===== src/rtl/chorus_mix_fsm_if.sv =====
// Sample handshake bundle between the delay buffer, the mixer and the DAC side.
// The master drives dry/wet samples and controls; the slave returns the mix.
interface chorus_mix_fsm_if #(
   parameter int PKT_WIDTH  = 16,
   parameter int GAIN_WIDTH = 8
);
   logic signed [PKT_WIDTH-1:0] dry_i;
   logic                        dryChanged_i;
   logic signed [PKT_WIDTH-1:0] wet_i;
   logic                        wetChanged_i;
   logic [GAIN_WIDTH-1:0]       mix_i;
   logic                        bypass_i;
   logic signed [PKT_WIDTH-1:0] mix_o;
   logic                        mixChanged_o;
   logic                        timeoutErr_o;
   logic                        seqErr_o;

   modport master (
      output dry_i, dryChanged_i, wet_i, wetChanged_i,
      output mix_i, bypass_i,
      input  mix_o, mixChanged_o, timeoutErr_o, seqErr_o
   );

   modport slave (
      input  dry_i, dryChanged_i, wet_i, wetChanged_i,
      input  mix_i, bypass_i,
      output mix_o, mixChanged_o, timeoutErr_o, seqErr_o
   );
endinterface


===== src/rtl/chorus_mix_fsm.sv =====
// Wet/dry crossfade stage behind the chorus delay buffer.
// Pairs each dry sample with its delayed twin, mixes, rounds, saturates.
module chorus_mix_fsm #(
   parameter int PKT_WIDTH  = 16,
   parameter int GAIN_WIDTH = 8,
   parameter int TIMEOUT    = 15
) (
   input logic             clk,
   input logic             rst_n,
   chorus_mix_fsm_if.slave bus
);
   localparam int ACC_W = PKT_WIDTH + GAIN_WIDTH + 2;
   localparam logic [GAIN_WIDTH:0] FULL =
      {1'b1, {GAIN_WIDTH{1'b0}}};
   localparam logic signed [ACC_W-1:0] RND =
      ACC_W'(2 ** (GAIN_WIDTH - 1));
   localparam logic signed [ACC_W-1:0] SMAX =
      ACC_W'((2 ** (PKT_WIDTH - 1)) - 1);
   localparam logic signed [ACC_W-1:0] SMIN = ~SMAX;
   localparam logic [PKT_WIDTH-1:0] PMAX = SMAX[PKT_WIDTH-1:0];
   localparam logic [PKT_WIDTH-1:0] PMIN = SMIN[PKT_WIDTH-1:0];
   localparam logic [7:0] TMO = 8'(TIMEOUT);

   typedef enum logic [1:0] {
      IDLE,
      WAIT_WET,
      MIX,
      OUTPUT
   } state_t;

   state_t                      r_state;
   logic signed [PKT_WIDTH-1:0] r_dry;
   logic signed [PKT_WIDTH-1:0] r_wet;
   logic [GAIN_WIDTH-1:0]       r_gain;
   logic                        r_byp;
   logic [7:0]                  r_cnt;
   logic signed [PKT_WIDTH-1:0] r_mix;
   logic                        r_to;
   logic                        r_seq;

   logic [GAIN_WIDTH:0]         w_gw;
   logic [GAIN_WIDTH:0]         w_gd;
   logic signed [ACC_W-1:0]     w_dry_x;
   logic signed [ACC_W-1:0]     w_wet_x;
   logic signed [ACC_W-1:0]     w_gw_x;
   logic signed [ACC_W-1:0]     w_gd_x;
   logic signed [ACC_W-1:0]     w_acc;
   logic signed [ACC_W-1:0]     w_sh;
   logic signed [PKT_WIDTH-1:0] w_res;

   assign w_gw = {1'b0, r_gain};
   assign w_gd = FULL - w_gw;
   assign w_dry_x = {{(ACC_W-PKT_WIDTH){r_dry[PKT_WIDTH-1]}}, r_dry};
   assign w_wet_x = {{(ACC_W-PKT_WIDTH){r_wet[PKT_WIDTH-1]}}, r_wet};
   assign w_gw_x = {{(ACC_W-GAIN_WIDTH-1){1'b0}}, w_gw};
   assign w_gd_x = {{(ACC_W-GAIN_WIDTH-1){1'b0}}, w_gd};
   assign w_acc = w_dry_x * w_gd_x + w_wet_x * w_gw_x + RND;
   assign w_sh = w_acc >>> GAIN_WIDTH;

   // Bypass passes dry untouched; otherwise clamp the rounded mix.
   always_comb begin
      w_res = w_sh[PKT_WIDTH-1:0];
      if (r_byp) begin
         w_res = r_dry;
      end else if (w_sh > SMAX) begin
         w_res = PMAX;
      end else if (w_sh < SMIN) begin
         w_res = PMIN;
      end
   end

   // Sample sequencer: capture, wait for wet, mix, strobe out.
   always_ff @(posedge clk) begin
      if (!rst_n) begin
         r_state <= IDLE;
         r_dry   <= '0;
         r_wet   <= '0;
         r_gain  <= '0;
         r_byp   <= 1'b0;
         r_cnt   <= '0;
         r_mix   <= '0;
         r_to    <= 1'b0;
         r_seq   <= 1'b0;
      end else begin
         case (r_state)
            IDLE: begin
               if (bus.dryChanged_i) begin
                  r_dry   <= bus.dry_i;
                  r_gain  <= bus.mix_i;
                  r_byp   <= bus.bypass_i;
                  r_cnt   <= '0;
                  r_state <= WAIT_WET;
               end else if (bus.wetChanged_i) begin
                  r_seq <= 1'b1;
               end
            end
            WAIT_WET: begin
               if (bus.wetChanged_i) begin
                  r_wet   <= bus.wet_i;
                  r_state <= MIX;
               end else if (r_cnt == TMO) begin
                  r_to    <= 1'b1;
                  r_byp   <= 1'b1;
                  r_state <= MIX;
               end else begin
                  r_cnt <= r_cnt + 8'd1;
               end
               if (bus.dryChanged_i) begin
                  r_seq <= 1'b1;
               end
            end
            MIX: begin
               r_mix   <= w_res;
               r_state <= OUTPUT;
               if (bus.dryChanged_i) begin
                  r_seq <= 1'b1;
               end
            end
            OUTPUT: begin
               if (bus.dryChanged_i) begin
                  r_dry   <= bus.dry_i;
                  r_gain  <= bus.mix_i;
                  r_byp   <= bus.bypass_i;
                  r_cnt   <= '0;
                  r_state <= WAIT_WET;
               end else begin
                  r_state <= IDLE;
               end
               if (bus.wetChanged_i) begin
                  r_seq <= 1'b1;
               end
            end
            default: begin
               r_state <= IDLE;
               r_seq   <= 1'b1;
            end
         endcase
      end
   end

   assign bus.mix_o        = r_mix;
   assign bus.mixChanged_o = (r_state == OUTPUT);
   assign bus.timeoutErr_o = r_to;
   assign bus.seqErr_o     = r_seq;
endmodule


===== src/flat_wrapper.sv =====
// flat-port wrapper written by rule: the top's interface ports become plain ports
module chorus_mix_fsm_flat 
#(
   parameter int PKT_WIDTH  = 16,
   parameter int GAIN_WIDTH = 8,
   parameter int TIMEOUT    = 15
)
  (clk, rst_n, bus_dry_i, bus_dryChanged_i, bus_wet_i, bus_wetChanged_i, bus_mix_i, bus_bypass_i, bus_mix_o, bus_mixChanged_o, bus_timeoutErr_o, bus_seqErr_o);
  chorus_mix_fsm_if #(.PKT_WIDTH(PKT_WIDTH), .GAIN_WIDTH(GAIN_WIDTH)) bus_i ();
  input logic clk;
  input logic rst_n;
  input wire logic [$bits(bus_i.dry_i)-1:0] bus_dry_i;
  input wire logic [$bits(bus_i.dryChanged_i)-1:0] bus_dryChanged_i;
  input wire logic [$bits(bus_i.wet_i)-1:0] bus_wet_i;
  input wire logic [$bits(bus_i.wetChanged_i)-1:0] bus_wetChanged_i;
  input wire logic [$bits(bus_i.mix_i)-1:0] bus_mix_i;
  input wire logic [$bits(bus_i.bypass_i)-1:0] bus_bypass_i;
  output wire logic [$bits(bus_i.mix_o)-1:0] bus_mix_o;
  output wire logic [$bits(bus_i.mixChanged_o)-1:0] bus_mixChanged_o;
  output wire logic [$bits(bus_i.timeoutErr_o)-1:0] bus_timeoutErr_o;
  output wire logic [$bits(bus_i.seqErr_o)-1:0] bus_seqErr_o;
  assign bus_i.dry_i = bus_dry_i;
  assign bus_i.dryChanged_i = bus_dryChanged_i;
  assign bus_i.wet_i = bus_wet_i;
  assign bus_i.wetChanged_i = bus_wetChanged_i;
  assign bus_i.mix_i = bus_mix_i;
  assign bus_i.bypass_i = bus_bypass_i;
  assign bus_mix_o = bus_i.mix_o;
  assign bus_mixChanged_o = bus_i.mixChanged_o;
  assign bus_timeoutErr_o = bus_i.timeoutErr_o;
  assign bus_seqErr_o = bus_i.seqErr_o;
  chorus_mix_fsm #(.PKT_WIDTH(PKT_WIDTH), .GAIN_WIDTH(GAIN_WIDTH), .TIMEOUT(TIMEOUT)) u_core (.clk(clk), .rst_n(rst_n), .bus(bus_i));
endmodule

===== config.mk =====
export PLATFORM = sky130hd
export DESIGN_NAME = chorus_mix_fsm_flat
export DESIGN_NICKNAME = d
export VERILOG_FILES = /design/src/rtl/chorus_mix_fsm_if.sv /design/src/rtl/chorus_mix_fsm.sv /design/src/flat_wrapper.sv
export SDC_FILE = /design/constraint.sdc
export NUM_CORES = 1
export LEC_CHECK = 0
export ABC_AREA = 1
export BUFFER_PORTS_ARGS = -buffer_cell sky130_fd_sc_hd__buf_2
export CORE_MARGIN = 5
export CORE_UTILIZATION = 55
export CTS_BUF_LIST = sky130_fd_sc_hd__clkbuf_2 sky130_fd_sc_hd__clkbuf_4 sky130_fd_sc_hd__clkbuf_8
export CTS_CLUSTER_DIAMETER = 120
export DETAILED_ROUTE_END_ITERATION = 6
export GPL_TIMING_DRIVEN = 0
export PLACE_DENSITY_LB_ADDON = 0.08
export RECOVER_POWER = 50
export SLEW_MARGIN = 25
export SYNTH_ARGS = -nofsm -noshare
export SYNTH_HDL_FRONTEND = slang
export SYNTH_SLANG_ARGS = --single-unit
export TNS_END_PERCENT = 30

===== constraint.sdc =====
create_clock -name clk -period 19 [get_ports clk]
set_input_delay 1.9 -clock clk [delete_from_list [all_inputs] [get_ports clk]]
set_output_delay 1.9 -clock clk [all_outputs]
set_load 0.02 [all_outputs]

==> results of run 1 <==
==> cells in the final DEF (no fill, tap or decap), types with 10 or more instances in the layout <==
master	netlist	final
o21ai_0	62	62
clkbuf_8	0	10
buf_2	4	46
nand3_1	22	22
a21oi_1	99	99
nor2_1	163	163
ha_1	137	137
dfxtp_1	69	69
nand2_1	427	427
xnor2_1	19	19
xor2_1	24	24
clkbuf_1	50	71
inv_1	504	504
fa_1	247	247
==> cells by family (layout without fill, tap and decap cells) <==
family,count (synthesis),count (layout)
AO/OA/AOI/OAI,183,183
XOR/XNOR,43,43
buffers and inverters,570,649
AND/OR/NAND/NOR,657,657
flip-flops,69,69
adder cells (fa/ha/maj),384,384
==> worst paths after layout <==
check | start | to | slack, ps | cells past startpoint
worst max register to register | u_core.r_gain[5]$_SDFFE_PN0P_ | u_core.bus.mix_o[14]$_SDFFE_PN0N_ | 9270 | 42
worst min register to register | u_core.bus.seqErr_o$_SDFFE_PN0P_ | u_core.bus.seqErr_o$_SDFFE_PN0P_ | 460 | 2
worst min-delay path | u_core.bus.seqErr_o$_SDFFE_PN0P_ | u_core.bus.seqErr_o$_SDFFE_PN0P_ | 460 | 2
worst max-delay path | u_core.r_gain[5]$_SDFFE_PN0P_ | u_core.bus.mix_o[14]$_SDFFE_PN0N_ | 9270 | 42
==> per-layer routing <==
metal  vias up  share of wire
li1       5710              -
met1      5647           0.44
met2       423           0.45
met3        61          0.085
met4         0          0.028
met5         -              0
==> through the flow <==
| stage | util | instances |
|---|---|---|
| 6_report | 0.597 | 2315 |
| 3_3_place_gp | 0.590 | 2299 |
| 2_1_floorplan | - | 1906 |
| 3_5_place_dp | 0.590 | 2299 |
| 4_1_cts | 0.598 | 2315 |
| 5_1_grt | 0.597 | 2315 |
==> layout make-up <==
cell class	count	area, um^2	area share
buffer	61	249	0.0165
timing repair buffer	63	289	0.0192
clock inverter	6	61.3	0.00407
multi-input combinational	1267	10600	0.705
tap	330	413	0.0274
clock buffer	10	138	0.00913
sequential	69	1380	0.0916
inverter	509	1910	0.127
==> state kept, by name, indices dropped and copies added (netlist names) <==
name / cells
u_core.r_gain: 8
u_core.r_state: 2
u_core.r_dry: 16
u_core.r_cnt: 8
u_core.bus.mix_o: 16
u_core.bus.seqErr_o: 1
u_core.r_byp: 1
u_core.r_wet: 16
u_core.bus.timeoutErr_o: 1
==> worst min-delay path, cell delays in order, from the launching register on <==
cell,delay [ps]
dfxtp_1,320
inv_1,50
a21oi_1,50
==> results.ini, run 1 <==
[placed_design]
place_area_um2 = 14900
dp_hpwl_um = 30500
place_ws_ps = 9490
portBuffers = 63
gp_congestion = 0.909

[cts]
clock_sinks = 69
cts-hold-fix-buffers = 0
clock_latency_ps = 390
post-cts-setup-buffers = 0
cts_resized = 0
htreeDepth = 3
cts_root_buf = clkbuf_8
cts_tree = done
cts_buffers = 9
clock_path_buffers = 2
clk_pin_slew_worst_paths_ps = 90

[floorplan]
die_area_um2 = 29100
core_region_area_um2 = 25300
top_level_ports = 64
die-height_um = 171
initial_core_util = 0.561
rows = 58
die_w_um = 171

[synthesis]
synth_top_area_cell = fa_1
synth-xor-area-share = 0.0266
ys_top_cells_by_area = fa_1 (35%), inv_1 (13%), ha_1 (12%), nand2_1 (11%), dfxtp_1 (9.7%)
netlist-cell-type-count = 44
synth_common_cells = inv_1 (504), nand2_1 (427), fa_1 (247)
synth-simple-area-share = 0.186
synth_top_family_by_area = adder cells
synth-compound-area-share = 0.0685
ys_seq_area_frac = 0.0974
synthesis.area_um2 = 14200
avgSynthCellArea_um2 = 7.44
yosysMostFrequentCell = inv_1
synth_nets = 2335
synth_edf_count = 0
ys_ff_latch = 69
synth.area.mux_share = 0
synth_flop_cell = dfxtp_1
synth.top_cell.area_share = 0.349
synth_warnings = 0
synthAdderAreaFrac = 0.470
ys_async_sr_fraction = 0
synthCells = 1906

[global_route]
globalRouteOverflowTotal = 0
met3_usage = 0.0541
grt_pass1_wl_um = 58700
busiest_layer = met2
globalRouteMet2Util = 0.402
antenna_found_initial = 0
gr-usage-met1 = 0.362
grt_max_degree = 13
grt_pass1_vias = 11700
grt_use_total = 0.257

[timing]
relSlewSlack = 0.368
drv_slew = 0
grt_setup_unrepaired = false
fmax_ghz = 0.103
hold_viol = 0
fin_tns_setup_ps = 0
fin_crit_sh = 0.512
setup_viol = 0
whs_ps = 456
fin_worst_skew_ps = 9.19
worst_slew_pin_slew_ps = 945
finalWorstSetupSlack_ps = 9270
min_period_ps = 9730

[route]
ant_nets = 0
vias = 11800
wl_per_cell_um = 15.4
drt_wl_total_um = 35700
drc = 0
drt_pre_antenna_iters = 6
vias_per_cell = 5.11
drt-initial-drc-count = 963

[worst_setup_path]
slowest_delay_ps = 560
cp-start-kind = flip-flop
crit_path_frequent_cell = nand2_1
critPathKind = flip-flop to flip-flop
endpoint_kind = flip-flop
slowest_stage = buf_1
critPathBufInv = 10
critical-path-top-delay-family = adder cells
critPathArrivalTime_ps = 9980
cp_max_fo = 10
cp_data_required_time_ps = 19250

[run_status]
status = completed

[final_layout]
drive_gt1_frac = 0.0438
antenna_cells = 0
finalNetCount = 2409
fillers = 2398
finalInstanceArea_um2 = 15100
area_growth_pct = 6.35

[hold_path]
holdCritPathClass = flip-flop to flip-flop

[job]
maxCapViolCount = 0

Power of run 1 is not shown: default switching activity piles up to over one toggle a cycle in this logic, so the estimate is an artifact.
==> run 2: changes to the inputs <==
clock period = 9.5 ns   (was 19 ns; I/O delays follow)
==> results.ini, run 2 (synthesized netlist as in run 1, its figures left out) <==
[final_layout]
area_growth_pct = 6.53
final_cell_mix = inv_1 (504), nand2_1 (427), fa_1 (247)
postLayoutCoreUtil = 0.598  ; +0.000991
layout.cells.non_filler = 2308  ; -0.30%
final_common_cell = inv_1
finalNetCount = 2402  ; -0.29%
finalInstanceArea_um2 = 15100  ; +0.17%
antenna_cells = 0  ; unchanged
drive_gt1_frac = 0.0521  ; +0.00824

[floorplan]
rows = 58  ; unchanged
initial_core_util = 0.561  ; unchanged
die-height_um = 171  ; unchanged
die_w_um = 171  ; unchanged
die_area_um2 = 29100  ; unchanged
top_level_ports = 64  ; unchanged
core_region_area_um2 = 25300  ; unchanged

[worst_setup_path]
r2r-end = u_core.bus.mix_o[14]$_SDFFE_PN0N_
reg2regPathDepth = 38  ; -9.5%
crit_path_start = u_core.r_gain[1]$_SDFFE_PN0P_
critPathKind = flip-flop to flip-flop
slowest_stage = fa_1
cp_max_fo = 10  ; unchanged
reg2reg_slack_ps = 540  ; -8730 ps
cp-start-kind = flip-flop
slowest_delay_ps = 550  ; about the same
cp_data_required_time_ps = 9760  ; -9490 ps
endpoint = u_core.bus.mix_o[14]$_SDFFE_PN0N_
crit_path_frequent_cell = nand2_1
endpoint_kind = flip-flop
r2r-start = u_core.r_gain[1]$_SDFFE_PN0P_
critPathArrivalTime_ps = 9220  ; -760 ps

[route]
wl_per_cell_um = 15.4  ; about the same
drt_wl_total_um = 35600  ; -0.22%
vias = 11800  ; -0.55%
drt_pre_antenna_iters = 5  ; -1
vias_per_cell = 5.10  ; -0.25%
ant_nets = 0  ; unchanged
drc = 0  ; unchanged
drt-initial-drc-count = 927  ; -3.7%

[global_route]
grt_pass1_vias = 11700  ; +0.017%
globalRouteOverflowTotal = 0  ; unchanged
grt_use_total = 0.256  ; -0.00118
grt_pass1_wl_um = 58500  ; -0.35%
grt_max_degree = 20  ; +7
antenna_found_initial = 0  ; unchanged

[cts]
cts_root_buf = clkbuf_8
cts_buffers = 9  ; unchanged
clk_pin_slew_worst_paths_ps = 90  ; about the same
clock_sinks = 69  ; unchanged
clock_latency_ps = 390  ; about the same
cts_tree = done
clock_path_buffers = 2  ; unchanged
htreeDepth = 3  ; unchanged

[placed_design]
portBuffers = 63  ; unchanged
gp_congestion = 0.909  ; unchanged
place_area_um2 = 14900  ; unchanged
dp.cells = 2299  ; unchanged
dp_hpwl_um = 30500  ; unchanged

[hold_path]
holdCritPathClass = flip-flop to flip-flop
min_path_cells = 2  ; unchanged

[timing]
fin_worst_skew_ps = 6.63  ; -2.56 ps
drv_slew = 0  ; unchanged
min_period_ps = 8960  ; -766 ps
fmax_ghz = 0.112  ; +8.5%
relSlewSlack = 0.367  ; -0.000498
setup_viol = 0  ; unchanged
hold_viol = 0  ; unchanged
grt_setup_unrepaired = false
fin_crit_sh = 0.944  ; +0.431
worst_slew_pin_slew_ps = 946  ; +0.745 ps

[run_status]
status = completed

[job]
maxCapViolCount = 0  ; unchanged

==> run 2: final cells by class <==
class | count | area (um^2)
Multi-Input combinational cell | 1267 | 10700
Fill cell | 2387 | 10100
Inverter | 509 | 1910
Sequential cell | 69 | 1390
Tap cell | 330 | 413
Timing Repair Buffer | 63 | 290
Buffer | 54 | 238
Clock buffer | 10 | 138
Clock inverter | 6 | 61.3
==> run 2: critical path: cells and delay by family (launching register included) <==
kind	cells	cell delay, ps
simple gates	11	1110
buf+inv	8	1020
fa+ha+maj	10	4560
flops	1	310
compound gates	8	1560
xor+xnor	1	260
==> run 2: how the worst min path moves through the flow <==
| stage | start | end | slack (ps) |
|---|---|---|---|
| final | u_core.bus.seqErr_o$_SDFFE_PN0P_ | u_core.bus.seqErr_o$_SDFFE_PN0P_ | 460 |
| after global routing | u_core.bus.mix_o[13]$_SDFFE_PN0N_ | u_core.bus.mix_o[13]$_SDFFE_PN0N_ | 490 |
| after CTS | u_core.bus.seqErr_o$_SDFFE_PN0P_ | u_core.bus.seqErr_o$_SDFFE_PN0P_ | 460 |
| after detailed placement | u_core.bus.seqErr_o$_SDFFE_PN0P_ | u_core.bus.seqErr_o$_SDFFE_PN0P_ | 440 |
| after global placement | u_core.bus.seqErr_o$_SDFFE_PN0P_ | u_core.bus.seqErr_o$_SDFFE_PN0P_ | 440 |
| after floorplan | u_core.r_cnt[7]$_SDFFE_PN0P_ | u_core.r_cnt[7]$_SDFFE_PN0P_ | 450 |
==> run 2: layer usage <==
layer / vias up / part of all wire / wire length, um / GRT usage
li1: 5703 / - / - / -
met1: 5645 / 0.45 / 15900 / 0.360
met2: 368 / 0.45 / 16100 / 0.400
met3: 60 / 0.074 / 2640 / 0.0541
met4: 0 / 0.028 / 1010 / 0.0813
met5: - / 0 / 0 / 0
==> run 2: metrics by stage <==
step                      TNS (ps)  worst slack (ps)  hold slack, ps
after CTS                        0              23.0             460
after floorplan                  0              1570             450
final                            0               537             456
after global routing             0              2.31             494
after global placement           0              62.7             444
after detailed placement     -12.0             -12.0             445
==> run 2: repair_timing <==
action                                  4_1_cts  5_1_grt
hold buffers                                  0        0
resized for setup                             2       21
pin swaps                                     0        0
endpoints found under the setup margin       11       16
buffers inserted                              0        0
Power of run 2 is left out for the same reason.
==> run 3: changes to the inputs <==
GPL_TIMING_DRIVEN = unset   (was 0)
SLEW_MARGIN = 15   (was 25)
==> results.ini, run 3 (synthesized netlist as in run 1, its figures left out) <==
[final_layout]
fillers = 2399  ; +0.50%
final_cell_mix = inv_1 (504), nand2_1 (427), fa_1 (247)
final_common_cell = inv_1
antenna_cells = 0  ; unchanged
regArea_um2 = 1390  ; unchanged
finalNetCount = 2358  ; -1.8%
area_growth_pct = 5.56
multi_input_area_um2 = 10600  ; -0.19%
drive_gt1_frac = 0.0497  ; -0.00241

[route]
ant_nets = 0  ; unchanged
vias_per_cell = 5.07  ; -0.72%
vias = 11500  ; -2.7%
drt_wl_total_um = 33600  ; -5.7%
drt_pre_antenna_iters = 5  ; unchanged
drt-initial-drc-count = 745  ; -20%
wl_per_cell_um = 14.9  ; -3.8%
drc = 0  ; unchanged

[timing]
fmax_ghz = 0.111  ; -0.22%
fin_crit_sh = 0.946  ; +0.00210
drv_slew = 49  ; +49
worst_slew_pin_slew_ps = 2010  ; +1070 ps
min_period_ps = 8980  ; +20.0 ps
fin_tns_setup_ps = 0  ; unchanged
relSlewSlack = -0.341  ; -0.708
hold_viol = 0  ; unchanged
grt_setup_unrepaired = false
fin_worst_skew_ps = 33.8  ; +27.2 ps
setup_viol = 0  ; unchanged

[cts]
cts_tree = done
clock_latency_ps = 400  ; about the same
cts_root_buf = clkbuf_8
clock_sinks = 69  ; unchanged
htreeDepth = 3  ; unchanged
clk_pin_slew_worst_paths_ps = 90  ; about the same
cts_buffers = 9  ; unchanged
clock_path_buffers = 2  ; unchanged
cts-hold-fix-buffers = 0  ; unchanged

[floorplan]
die_w_um = 171  ; unchanged
initial_core_util = 0.561  ; unchanged
die-height_um = 171  ; unchanged
core_region_area_um2 = 25300  ; unchanged
rows = 58  ; unchanged
die_area_um2 = 29100  ; unchanged
top_level_ports = 64  ; unchanged

[global_route]
antenna_found_initial = 0  ; unchanged
grt_pass1_vias = 11400  ; -2.3%
globalRouteOverflowTotal = 0  ; unchanged
grt_pass1_wl_um = 55900  ; -4.5%
grt_use_total = 0.240  ; -0.0165
grt_max_degree = 49  ; +150%

[worst_setup_path]
critPathKind = flip-flop to flip-flop
critPathBufInv = 7  ; -1
slowest_stage = dfxtp_1
reg2regPathDepth = 40  ; +5.3%
endpoint_kind = flip-flop
critical-path-top-delay-family = adder cells
path_depth = 40  ; +5.3%
cp_data_required_time_ps = 9740  ; -20 ps
crit_path_frequent_cell = nand2_1
slowest_delay_ps = 550  ; about the same
cp-start-kind = flip-flop
cp_max_fo = 23  ; +13
critPathArrivalTime_ps = 9220  ; about the same

[job]
maxCapViolCount = 1  ; +1

[run_status]
status = finished with violations
violations = max-capacitance violations, max-slew violations

[placed_design]
dp_hpwl_um = 28100  ; -7.9%
gp_congestion = 0.940  ; +3.5%
portBuffers = 63  ; unchanged

[hold_path]
holdCritPathClass = flip-flop to flip-flop
min_path_cells = 2  ; unchanged

==> run 3: cell count changes in the layout (fill, tap and decap cells not counted), sizes merged <==
cell      previous run  this run
buf                 50        53
inv                508       507
clkinvlp             1         0
bufinv               1         3
clkbuf              77        29
==> run 3: timing repair <==
action | 4_1_cts | 5_1_grt
setup buffers | 0 | 2
endpoints found under the setup margin | 0 | 15
resized for setup | 0 | 5
==> run 3: worst min-delay path, delay by kind of cell, from the launching register on <==
kind | cells | cell delay (ps)
flip-flops | 1 | 310
AO/OA/AOI/OAI | 1 | 50
AND/OR/NAND/NOR | 1 | 60
==> run 3: layout make-up <==
class / count / share of cell area
repair buffers: 73 / 0.0249
clock inverters: 6 / 0.00752
flip-flops and latches: 69 / 0.0925
multi-input cells: 1267 / 0.712
well taps: 330 / 0.0276
inverters: 509 / 0.128
clock buffers: 9 / 0.00828
==> run 3: routing by layer <==
layer | vias up | global-route usage | part of all wire | wire [um]
met5 | - | 0 | 0 | 0
met4 | 0 | 0.0611 | 0.017 | 586
met3 | 38 | 0.0358 | 0.055 | 1850
met2 | 285 | 0.405 | 0.49 | 16500
met1 | 5531 | 0.326 | 0.44 | 14700
li1 | 5609 | - | - | -
==> run 3: path summary, 6_finish.rpt <==
path | to | startpoint | slack (ps)
setup / recovery | u_core.bus.mix_o[8]$_SDFFE_PN0N_ | u_core.r_gain[0]$_SDFFE_PN0P_ | 520
hold reg to reg | u_core.bus.mix_o[11]$_SDFFE_PN0N_ | u_core.bus.mix_o[11]$_SDFFE_PN0N_ | 470
setup reg to reg | u_core.bus.mix_o[8]$_SDFFE_PN0N_ | u_core.r_gain[0]$_SDFFE_PN0P_ | 520
hold / removal | u_core.bus.mix_o[11]$_SDFFE_PN0N_ | u_core.bus.mix_o[11]$_SDFFE_PN0N_ | 470
==> run 3: metrics by stage <==
stage	cell area [um^2]	setup slack [ps]	utilization	cells	hold slack, ps
after floorplan	14200	1570	-	1906	450
after global placement	14700	500	0.583	2246	440
after detailed placement	14700	448	0.583	2246	455
after CTS	15000	398	0.592	2261	469
after global routing	15000	64.2	0.593	2263	485
final	15000	517	0.593	2263	469
Power of run 3 is left out for the same reason.
